**config.mk**
```make
export PLATFORM = sky130hd
export DESIGN_NAME = arb_mux_rr
export DESIGN_NICKNAME = d
export VERILOG_FILES = /design/src/rtl/arb_mux_pkg.sv /design/src/rtl/arb_mux_rr_arbiter.sv /design/src/rtl/arb_mux_rr.sv
export SDC_FILE = /design/constraint.sdc
export NUM_CORES = 1
export LEC_CHECK = 0
export ABC_AREA = 0
export BUFFER_PORTS_ARGS = -buffer_cell sky130_fd_sc_hd__buf_2
export CORE_ASPECT_RATIO = 0.8
export CORE_MARGIN = 2
export CORE_UTILIZATION = 40
export CTS_CLUSTER_SIZE = 30
export DETAILED_ROUTE_END_ITERATION = 12
export PLACE_DENSITY_LB_ADDON = 0.25
export SLEW_MARGIN = 20
export SYNTH_ARGS = -nofsm -noshare
export SYNTH_HDL_FRONTEND = slang
export SYNTH_SLANG_ARGS = --single-unit
export TNS_END_PERCENT = 10
```
**constraint.sdc**
```tcl
create_clock -name clk -period 3.8 [get_ports clk]
set_clock_uncertainty 0.1 [all_clocks]
set_input_delay 0.38 -clock clk [delete_from_list [all_inputs] [get_ports clk]]
set_output_delay 0.38 -clock clk [all_outputs]
set_load 0.01 [all_outputs]
```
**src/rtl/arb_mux_pkg.sv**
```systemverilog
// Shared helpers and types for the round-robin stream multiplexer.
// Optional packet locking is enabled by defining ARB_MUX_LOCK_EN.
package arb_mux_pkg;

  // Index width for n channels, never below one bit.
  function automatic int clog2_safe(input int n);
    return (n <= 2) ? 1 : $clog2(n);
  endfunction

  // Default channel count and its index width.
  localparam int N_DEF    = 8;
  localparam int SELW_DEF = clog2_safe(N_DEF);

  typedef logic [SELW_DEF-1:0] sel_t;

endpackage

```
**src/rtl/arb_mux_rr_arbiter.sv**
```systemverilog
// Combinational round-robin arbiter. The request vector is doubled, rotated
// so that the pointer's channel sits at bit 0, and priority-encoded. The
// offset is then added back to the pointer modulo N.
module rr_arbiter
  import arb_mux_pkg::*;
#(
  parameter  int N    = 8,
  localparam int SELW = clog2_safe(N)
) (
  input  logic [N-1:0]    req,
  input  logic [SELW-1:0] ptr,
  output logic [N-1:0]    gnt,
  output logic [SELW-1:0] gnt_idx,
  output logic            any_gnt
);

  logic [N-1:0]    rot;
  logic [SELW-1:0] off;
  logic            found;
  logic [SELW:0]   sum;

  // Rotate, find the first requester at or after ptr, and map it back.
  always_comb begin
    // NOTE: every signal gets a default first so no path leaves it unassigned (no latch).
    off     = '0;
    found   = 1'b0;
    rot     = N'({req, req} >> ptr);
    for (int i = 0; i < N; i++) begin
      if (!found && rot[i]) begin
        off   = SELW'(i);
        found = 1'b1;
      end
    end
    sum = {1'b0, ptr} + {1'b0, off};
    if (sum >= (SELW+1)'(N)) sum = sum - (SELW+1)'(N);
    gnt_idx = sum[SELW-1:0];
    any_gnt = |req;
    gnt     = any_gnt ? (N'(1) << gnt_idx) : '0;
  end

endmodule

```
**src/rtl/arb_mux_rr.sv**
```systemverilog
// N-way WIDTH-bit valid/ready stream mux with round-robin arbitration and a
// single registered output stage. Define ARB_MUX_LOCK_EN to add in_last and
// hold the grant on one channel until its last beat is accepted.
module arb_mux_rr
  import arb_mux_pkg::*;
#(
  parameter  int WIDTH = 16,
  parameter  int N     = 8,
  localparam int SELW  = clog2_safe(N)
) (
  input  logic               clk,
  input  logic               reset,
  input  logic [N*WIDTH-1:0] in_data,
  input  logic [N-1:0]       in_valid,
  output logic [N-1:0]       in_ready,
`ifdef ARB_MUX_LOCK_EN
  input  logic [N-1:0]       in_last,
`endif
  output logic [WIDTH-1:0]   out_data,
  output logic               out_valid,
  input  logic               out_ready,
  output logic [SELW-1:0]    out_sel
);

  logic [WIDTH-1:0] out_data_q, out_data_d;
  logic             out_valid_q, out_valid_d;
  logic [SELW-1:0]  out_sel_q, out_sel_d;
  logic [SELW-1:0]  ptr_q, ptr_d;
`ifdef ARB_MUX_LOCK_EN
  logic             lock_q, lock_d;
`endif

  logic [N-1:0]    req;
  logic [N-1:0]    gnt;
  logic [SELW-1:0] gnt_idx;
  logic            any_gnt;
  logic            load_en;
  logic            accept;

  // Requests presented to the arbiter; mid-packet only the locked channel counts.
  always_comb begin
    req = in_valid;
`ifdef ARB_MUX_LOCK_EN
    if (lock_q) req = in_valid & (N'(1) << out_sel_q);
`endif
  end

  rr_arbiter #(.N(N)) u_arb (
    .req     (req),
    .ptr     (ptr_q),
    .gnt     (gnt),
    .gnt_idx (gnt_idx),
    .any_gnt (any_gnt)
  );

  // Output register is free when empty or being drained this cycle.
  assign load_en  = !out_valid_q || out_ready;
  assign accept   = load_en && any_gnt && !reset;
  assign in_ready = accept ? gnt : '0;

  // Next-state for the output stage, round-robin pointer and lock flag.
  always_comb begin
    out_data_d  = out_data_q;
    out_valid_d = out_valid_q;
    out_sel_d   = out_sel_q;
    ptr_d       = ptr_q;
`ifdef ARB_MUX_LOCK_EN
    lock_d      = lock_q;
`endif
    if (accept) begin
      out_data_d  = in_data[gnt_idx*WIDTH +: WIDTH];
      out_sel_d   = gnt_idx;
      out_valid_d = 1'b1;
      ptr_d       = (gnt_idx == SELW'(N-1)) ? '0 : gnt_idx + 1'b1;
`ifdef ARB_MUX_LOCK_EN
      lock_d      = !in_last[gnt_idx];
`endif
    end else if (load_en) begin
      out_valid_d = 1'b0;
    end
  end

  // State registers with synchronous active-high reset.
  always_ff @(posedge clk) begin
    // NOTE: sequential state uses non-blocking assignments so all flops update together.
    if (reset) begin
      out_data_q  <= '0;
      out_valid_q <= 1'b0;
      out_sel_q   <= '0;
      ptr_q       <= '0;
`ifdef ARB_MUX_LOCK_EN
      lock_q      <= 1'b0;
`endif
    end else begin
      out_data_q  <= out_data_d;
      out_valid_q <= out_valid_d;
      out_sel_q   <= out_sel_d;
      ptr_q       <= ptr_d;
`ifdef ARB_MUX_LOCK_EN
      lock_q      <= lock_d;
`endif
    end
  end

  assign out_data  = out_data_q;
  assign out_valid = out_valid_q;
  assign out_sel   = out_sel_q;

endmodule
```
* Word-level counts from Yosys, hierarchy flattened
Cells that the tools add are included.
** Storage, ports and cells
- Flip-flop bits (word level) :: 23
- Bits of input ports :: 139
- Output and inout bits :: 28
- Logic and storage cells :: 53
** Cells by class
- $add $sub $neg :: 3
- Order comparisons :: 1
- Equality and inequality tests :: 1
- Shifts and indexed selects :: 3
- Multiplexer cells :: 20
- Reductions and logical operators :: 21
** Operator list (number)
- $shiftx A128 B8 Y16 :: 1
- $mux W3 :: 6
- $mux W8 :: 2
- $shr A16 B3 Y8 :: 1
- $mux W1 :: 10
- $logic_and A1 B1 Y1 :: 9
- $logic_not A1 Y1 :: 9
- $reduce_or A8 Y1 :: 1
- $shl A1 B3 Y8 const A :: 1
- $add A3 B3 Y4 :: 1
- $ge A4 B4 Y1 const B :: 1
- $mux W2 :: 2
- $add A3 B1 Y3 const B :: 1
- $eq A3 B3 Y1 const B :: 1
- $sub A3 B1 Y3 const B :: 1
- $reduce_bool A2 Y1 :: 1
- $logic_or A1 B1 Y1 :: 1

* Depth between registers and ports, before layout
- Depth after elaboration :: 29
- Gate-level depth with buffers :: 18
- Depth with buffers taken out :: 15

* Cells and area by module
Synthesis repeated with hierarchy kept, for this count alone.
** Unflattened totals
- Cells, all modules :: 310
- Area, all modules :: 2655.0 um^2
** By module, submodules not included
- arb_mux_rr :: instances 1, cells each 225, area an instance 1983.2 um^2, sequential area each 460.4 um^2
- rr_arbiter :: instances 1, cells each 85, area an instance 671.9 um^2, sequential area each 0.0 um^2

* Worst setup path after synthesis
OpenSTA, ideal clock, no wires.
- Kind :: reg-to-reg
- Start point :: reg ptr_q[1]
- End point :: reg out_data_q[10] (netlist: out_data[10])
- Setup time :: 121 ps
- Arrival time :: 3808 ps
- Data required time :: 3579 ps
- Slack :: -229 ps
- Stages on the path, launching flop included :: 16
- Buffers on the path :: 3
- Path through :: dfxtp_1 buf_6 mux2_4 mux4_2 o21ai_0 nand4_1 o211ai_1 ha_1 inv_1 fa_1 clkbuf_1 clkbuf_1 mux4_2 mux2i_1 o22ai_1 mux2_4
** Between the ends
- Cells in the longest elaborated chain, start to end :: 27
- Elaborated cells between the ends (all ways) :: 34
** Ends and longest elaborated chain
- from (decl) :: RTL line arb_mux_rr.sv:28 : logic [SELW-1:0] ptr_q, ptr_d;
- from (signal assigned) :: RTL line arb_mux_rr.sv:98 : ptr_q <= ptr_d;
- $shr A16 B3 Y8 :: RTL line arb_mux_rr_arbiter.sv:27 : rot = N'({req, req} >> ptr);
- $mux W1 :: RTL line arb_mux_rr_arbiter.sv:29 : if (!found && rot[i]) begin
- $logic_not A1 Y1 :: RTL line arb_mux_rr_arbiter.sv:29
- $logic_and A1 B1 Y1 :: RTL line arb_mux_rr_arbiter.sv:29
- $mux W1 :: RTL line arb_mux_rr_arbiter.sv:29
- $logic_not A1 Y1 :: RTL line arb_mux_rr_arbiter.sv:29
- $logic_and A1 B1 Y1 :: RTL line arb_mux_rr_arbiter.sv:29
- $mux W1 :: RTL line arb_mux_rr_arbiter.sv:29
- [... 11 more ...]
- $mux W1 :: RTL line arb_mux_rr_arbiter.sv:29
- $logic_not A1 Y1 :: RTL line arb_mux_rr_arbiter.sv:29
- $logic_and A1 B1 Y1 :: RTL line arb_mux_rr_arbiter.sv:29
- $mux W3 :: RTL line arb_mux_rr_arbiter.sv:29
- $add A3 B3 Y4 * :: RTL line arb_mux_rr_arbiter.sv:34 : sum = {1'b0, ptr} + {1'b0, off};
- $ge A4 B4 Y1 or $sub A3 B1 Y3 (tied branches) :: RTL line arb_mux_rr_arbiter.sv:35 : if (sum >= (SELW+1)'(N)) sum = sum - (SELW+1)'(N);
- $mux W3 * :: RTL line arb_mux_rr_arbiter.sv:35
- $shiftx A128 B8 Y16 * :: RTL line arb_mux_rr.sv:71 : out_data_d = in_data[gnt_idx*WIDTH +: WIDTH];
- to (signal assigned) :: RTL line arb_mux_rr.sv:95 : out_data_q <= out_data_d;
- to (decl) :: RTL line arb_mux_rr.sv:25 : logic [WIDTH-1:0] out_data_q, out_data_d;
Mark *: on every way between the ends. The rest lies on a longest branch, timed or not.
A chain may end at the register's enable or synchronous reset.

* Final worst setup path
- Start point :: reg ptr_q[1]
- End point :: out in_ready[7]
** Between the ends
- Cells in the longest elaborated chain, start to end :: 29
- Elaborated cells between the ends (all ways) :: 36
** Ends and longest elaborated chain
- $shr A16 B3 Y8 :: RTL line arb_mux_rr_arbiter.sv:27
- $mux W1 :: RTL line arb_mux_rr_arbiter.sv:29
- $logic_not A1 Y1 :: RTL line arb_mux_rr_arbiter.sv:29
- $logic_and A1 B1 Y1 :: RTL line arb_mux_rr_arbiter.sv:29
- $mux W1 :: RTL line arb_mux_rr_arbiter.sv:29
- $logic_not A1 Y1 :: RTL line arb_mux_rr_arbiter.sv:29
- $logic_and A1 B1 Y1 :: RTL line arb_mux_rr_arbiter.sv:29
- $mux W1 :: RTL line arb_mux_rr_arbiter.sv:29
- [... 13 more ...]
- $logic_and A1 B1 Y1 :: RTL line arb_mux_rr_arbiter.sv:29
- $mux W3 :: RTL line arb_mux_rr_arbiter.sv:29
- $add A3 B3 Y4 * :: RTL line arb_mux_rr_arbiter.sv:34
- $ge A4 B4 Y1 or $sub A3 B1 Y3 (tied branches) :: RTL line arb_mux_rr_arbiter.sv:35
- $mux W3 * :: RTL line arb_mux_rr_arbiter.sv:35
- $shl A1 B3 Y8 * :: RTL line arb_mux_rr_arbiter.sv:38 : gnt = any_gnt ? (N'(1) << gnt_idx) : '0;
- $mux W8 * :: RTL line arb_mux_rr_arbiter.sv:38
- $mux W8 * :: RTL line arb_mux_rr.sv:59 : assign in_ready = accept ? gnt : '0;
- to (decl) :: RTL line arb_mux_rr.sv:15 : output logic [N-1:0] in_ready,
Marks and branches as above.

==> results.md <==
- Synth top area cells: mux4_2, dfxtp_1, mux2i_1, o22ai_1, mux2_4
- Fin nets: between 500 and 600
- Worst hold slack: about 0.23 ns
- Hold WC Path Type: in2reg
- Pin count of the biggest net entering global routing: 34
- Synth Cell Area: around 3000 sq um
- Ys flop type: dfxtp_1
- Period utilization: 104.4%
- 1st-iter DRT viols: ~130
- Die height: between 80 and 90 um
- H-tree levels: 1
- Placer Congestion: 0.8431
- Number of synthesized flops with an enable pin: 0
- Post-synthesis sequential element count: 23
- DR vias: approximately 3000
- Die ar.: 8306 sq um
- Tmin final: 3.968 ns
- Synth Area per Inst: ~12 sq um
- FMAX: between 200 and 300 MHz
- Slew HR: 41.65%
- GRT Resource Usage Total: 21.12%
- Die W: 101.4 um
- Inserted Clock Buffers: 3
- WL per Instance: about 17 um
- Detailed Routing Iterations Pass 1: 4
- Final hold vios: 0
- Post-synthesis cell type count: between 50 and 60
- CTS clk-pin slew, worst paths: around 0.090 ns
- Vias in the first global route: 2935
- Layout area overhead: 44.60%
- Initial antenna violation count: 0
- Detailed Place HPWL: between 7000 and 8000 um
- Clock Tree Buf Depth: 2
- Core ar.: 7392 sq um
- Clock latency on the worst-skew pair: roughly 0.27 ns
- CTS tree: built
- Residual DRC count: 0
- Status: finished with violations
- Unrepaired setup endpoints after global routing: yes
- Slew @ Worst Pin: around 0.9 ns
- Routed Antenna Nets: 0
- Worst EP required: between 3 and 4 ns
- WS Path Type: reg2out
- I/O pin cnt: ~170
- Post-synthesis net count: between 400 and 500
- Startpoint types: register
- CP Capture Type: primary output
- Synth top area share: around 28%
- Peak fanout along the critical path: 4
- I/O Buffers: roughly 170
- Site Rows: 28
- Hold buffer count at CTS: 0
- Post-Route WL: 9605 um
- First-pass GRT wire length: 13970 um
- Leak: around 2.0 nW
- Failing checks: negative setup slack
- Clk Tree Root Cell: clkbuf_8
- Pwr/cell area: ~770 nW/um^2
- Peak VDD IR: ~0.36 mV
- Share of cells above drive strength 1: between 60% and 70%
- Asr flop ratio synth: 0%
- Gr ovfl total: 0
- PnR worst setup slack: -0.1684 ns
- Diodes inserted: 0
- Fin. max-slew vios: 0
- Post-layout util: around three fifths
- Vias per std cell: between 5 and 6
- Sink Count: 23
- Most area-hungry cell type in the Yosys netlist: mux4_2
- Total of max-cap violations: 0
- Sequential area share after synthesis: approximately 15%
- Initial Utilization: 41.06%
- Synth Instances: between 200 and 300
- Crit path DAT: between 3 and 4 ns
- Final setup vio count: 16
- Yosys warning count: 0
==> layer usage <==
metal	routed length, um	GRT usage [%]
met2	4769	36.29
met5	0	0
met3	660	3.319
met4	68	3.919
met1	4106	28.50
==> cells by family (layout without fill, tap and decap cells) <==
logic type | Yosys count | count (layout) | synth area share [%]
mux | 105 | 105 | 53.46
compound gates | 57 | 57 | 13.77
simple gates | 39 | 39 | 7.956
buf+inv | 32 | 214 | 6.760
flops | 23 | 23 | 15.17
fa+ha+maj | 5 | 5 | 2.308
xor+xnor | 2 | 2 | 0.5772
==> sequential cells by signal, indices dropped and copies added (netlist names) <==
signal     flops
out_sel        3
out_data      16
out_valid      1
ptr_q          3
==> cell usage after synthesis (2+ instances only) <==
master,number
buf_6,6
dfxtp_1,23
mux2_4,10
a21oi_1,2
or4_1,2
inv_1,5
mux2_1,2
o21ba_1,3
nand2_1,16
o32a_1,2
buf_2,7
nor2_1,4
mux4_2,38
nand3_1,2
mux2i_4,2
mux2i_1,42
o21ai_0,7
nor2b_1,2
clkbuf_1,10
mux2_2,9
nor3_1,4
o22ai_1,32
ha_1,4
mux2i_2,2
==> worst max-delay path, cell delays in order, from the launching register on <==
cell and delay (ns):
dfxtp_4 0.38, clkbuf_16 0.14, mux2_4 0.29, mux4_2 0.46
o21ai_1 0.14, nand4_1 0.10, o211ai_1 0.11, ha_2 0.21
inv_2 0.03, fa_2 0.40, xnor2_4 0.22, nor4_4 0.05
or2_1 0.23, ha_2 0.18, and2_4 0.14, buf_6 0.11
==> metrics by stage <==
| step | area, sq um | total power, W | worst slack, ns | instances | setup TNS [ns] |
|---|---|---|---|---|---|
| after global placement | 4146 | 0.002923 | -0.01096 | 541 | -0.01964 |
| after detailed placement | 4146 | 0.002992 | -0.1356 | 541 | -1.488 |
| after floorplan | 3040 | 0.002274 | 0.02653 | 263 | 0 |
| after global routing | 4389 | 0.003607 | -0.3087 | 550 | -3.334 |
| after CTS | 4258 | 0.003214 | -0.2426 | 546 | -0.9051 |
| final | 4389 | 0.003382 | -0.1684 | 550 | -0.8003 |
==> power by group <==
part           internal (W)  switching, W
Combinational       0.00157       0.00127
Clock             0.0000752     0.0000897
Sequential         0.000316     0.0000635
==> worst paths after layout <==
path,start,to,slack (ns),cells after the start
worst max register to register,ptr_q[1],out_data[2],-0.07,15
worst max-delay path,ptr_q[1],in_ready[7],-0.17,15
worst min-delay path,reset,ptr_q[0],0.23,2
worst min register to register,out_sel[0],out_sel[0],0.36,2
==> placed cells by master (no fill, tap or decap), types with 2 or more instances in the layout <==
cell type    n
ha_2         2
buf_12       6
dfxtp_1     21
clkbuf_8     3
nand2_1     16
nor2b_1      2
or4_1        2
mux2i_2     11
mux2_4      12
nor2_1       4
mux2_2       9
inv_1        4
o22ai_1     32
nand3_1      2
clkbuf_16    2
o21ai_0      6
mux4_2      38
nor3_2       2
buf_4       29
a21oi_1      2
o21ba_1      3
buf_2      165
mux2i_4      3
o32a_1       2
ha_1         2
buf_6        3
mux2i_1     32
==> area by class of cell <==
type,count,area [sq um]
tap,105,131.4
clock buffer,4,45.04
fill,654,3003
inverter,5,18.77
sequential,23,465.4
multi-input combinational,208,2481
timing repair buffer,205,1247
==> what timing repair did <==
action,4_1_cts,5_1_grt
cloned,0,2
resized for setup,14,17
setup buffers,1,2
pin swaps,12,10
setup endpoints to repair,24,24
Power figures use the tool's default switching activity.
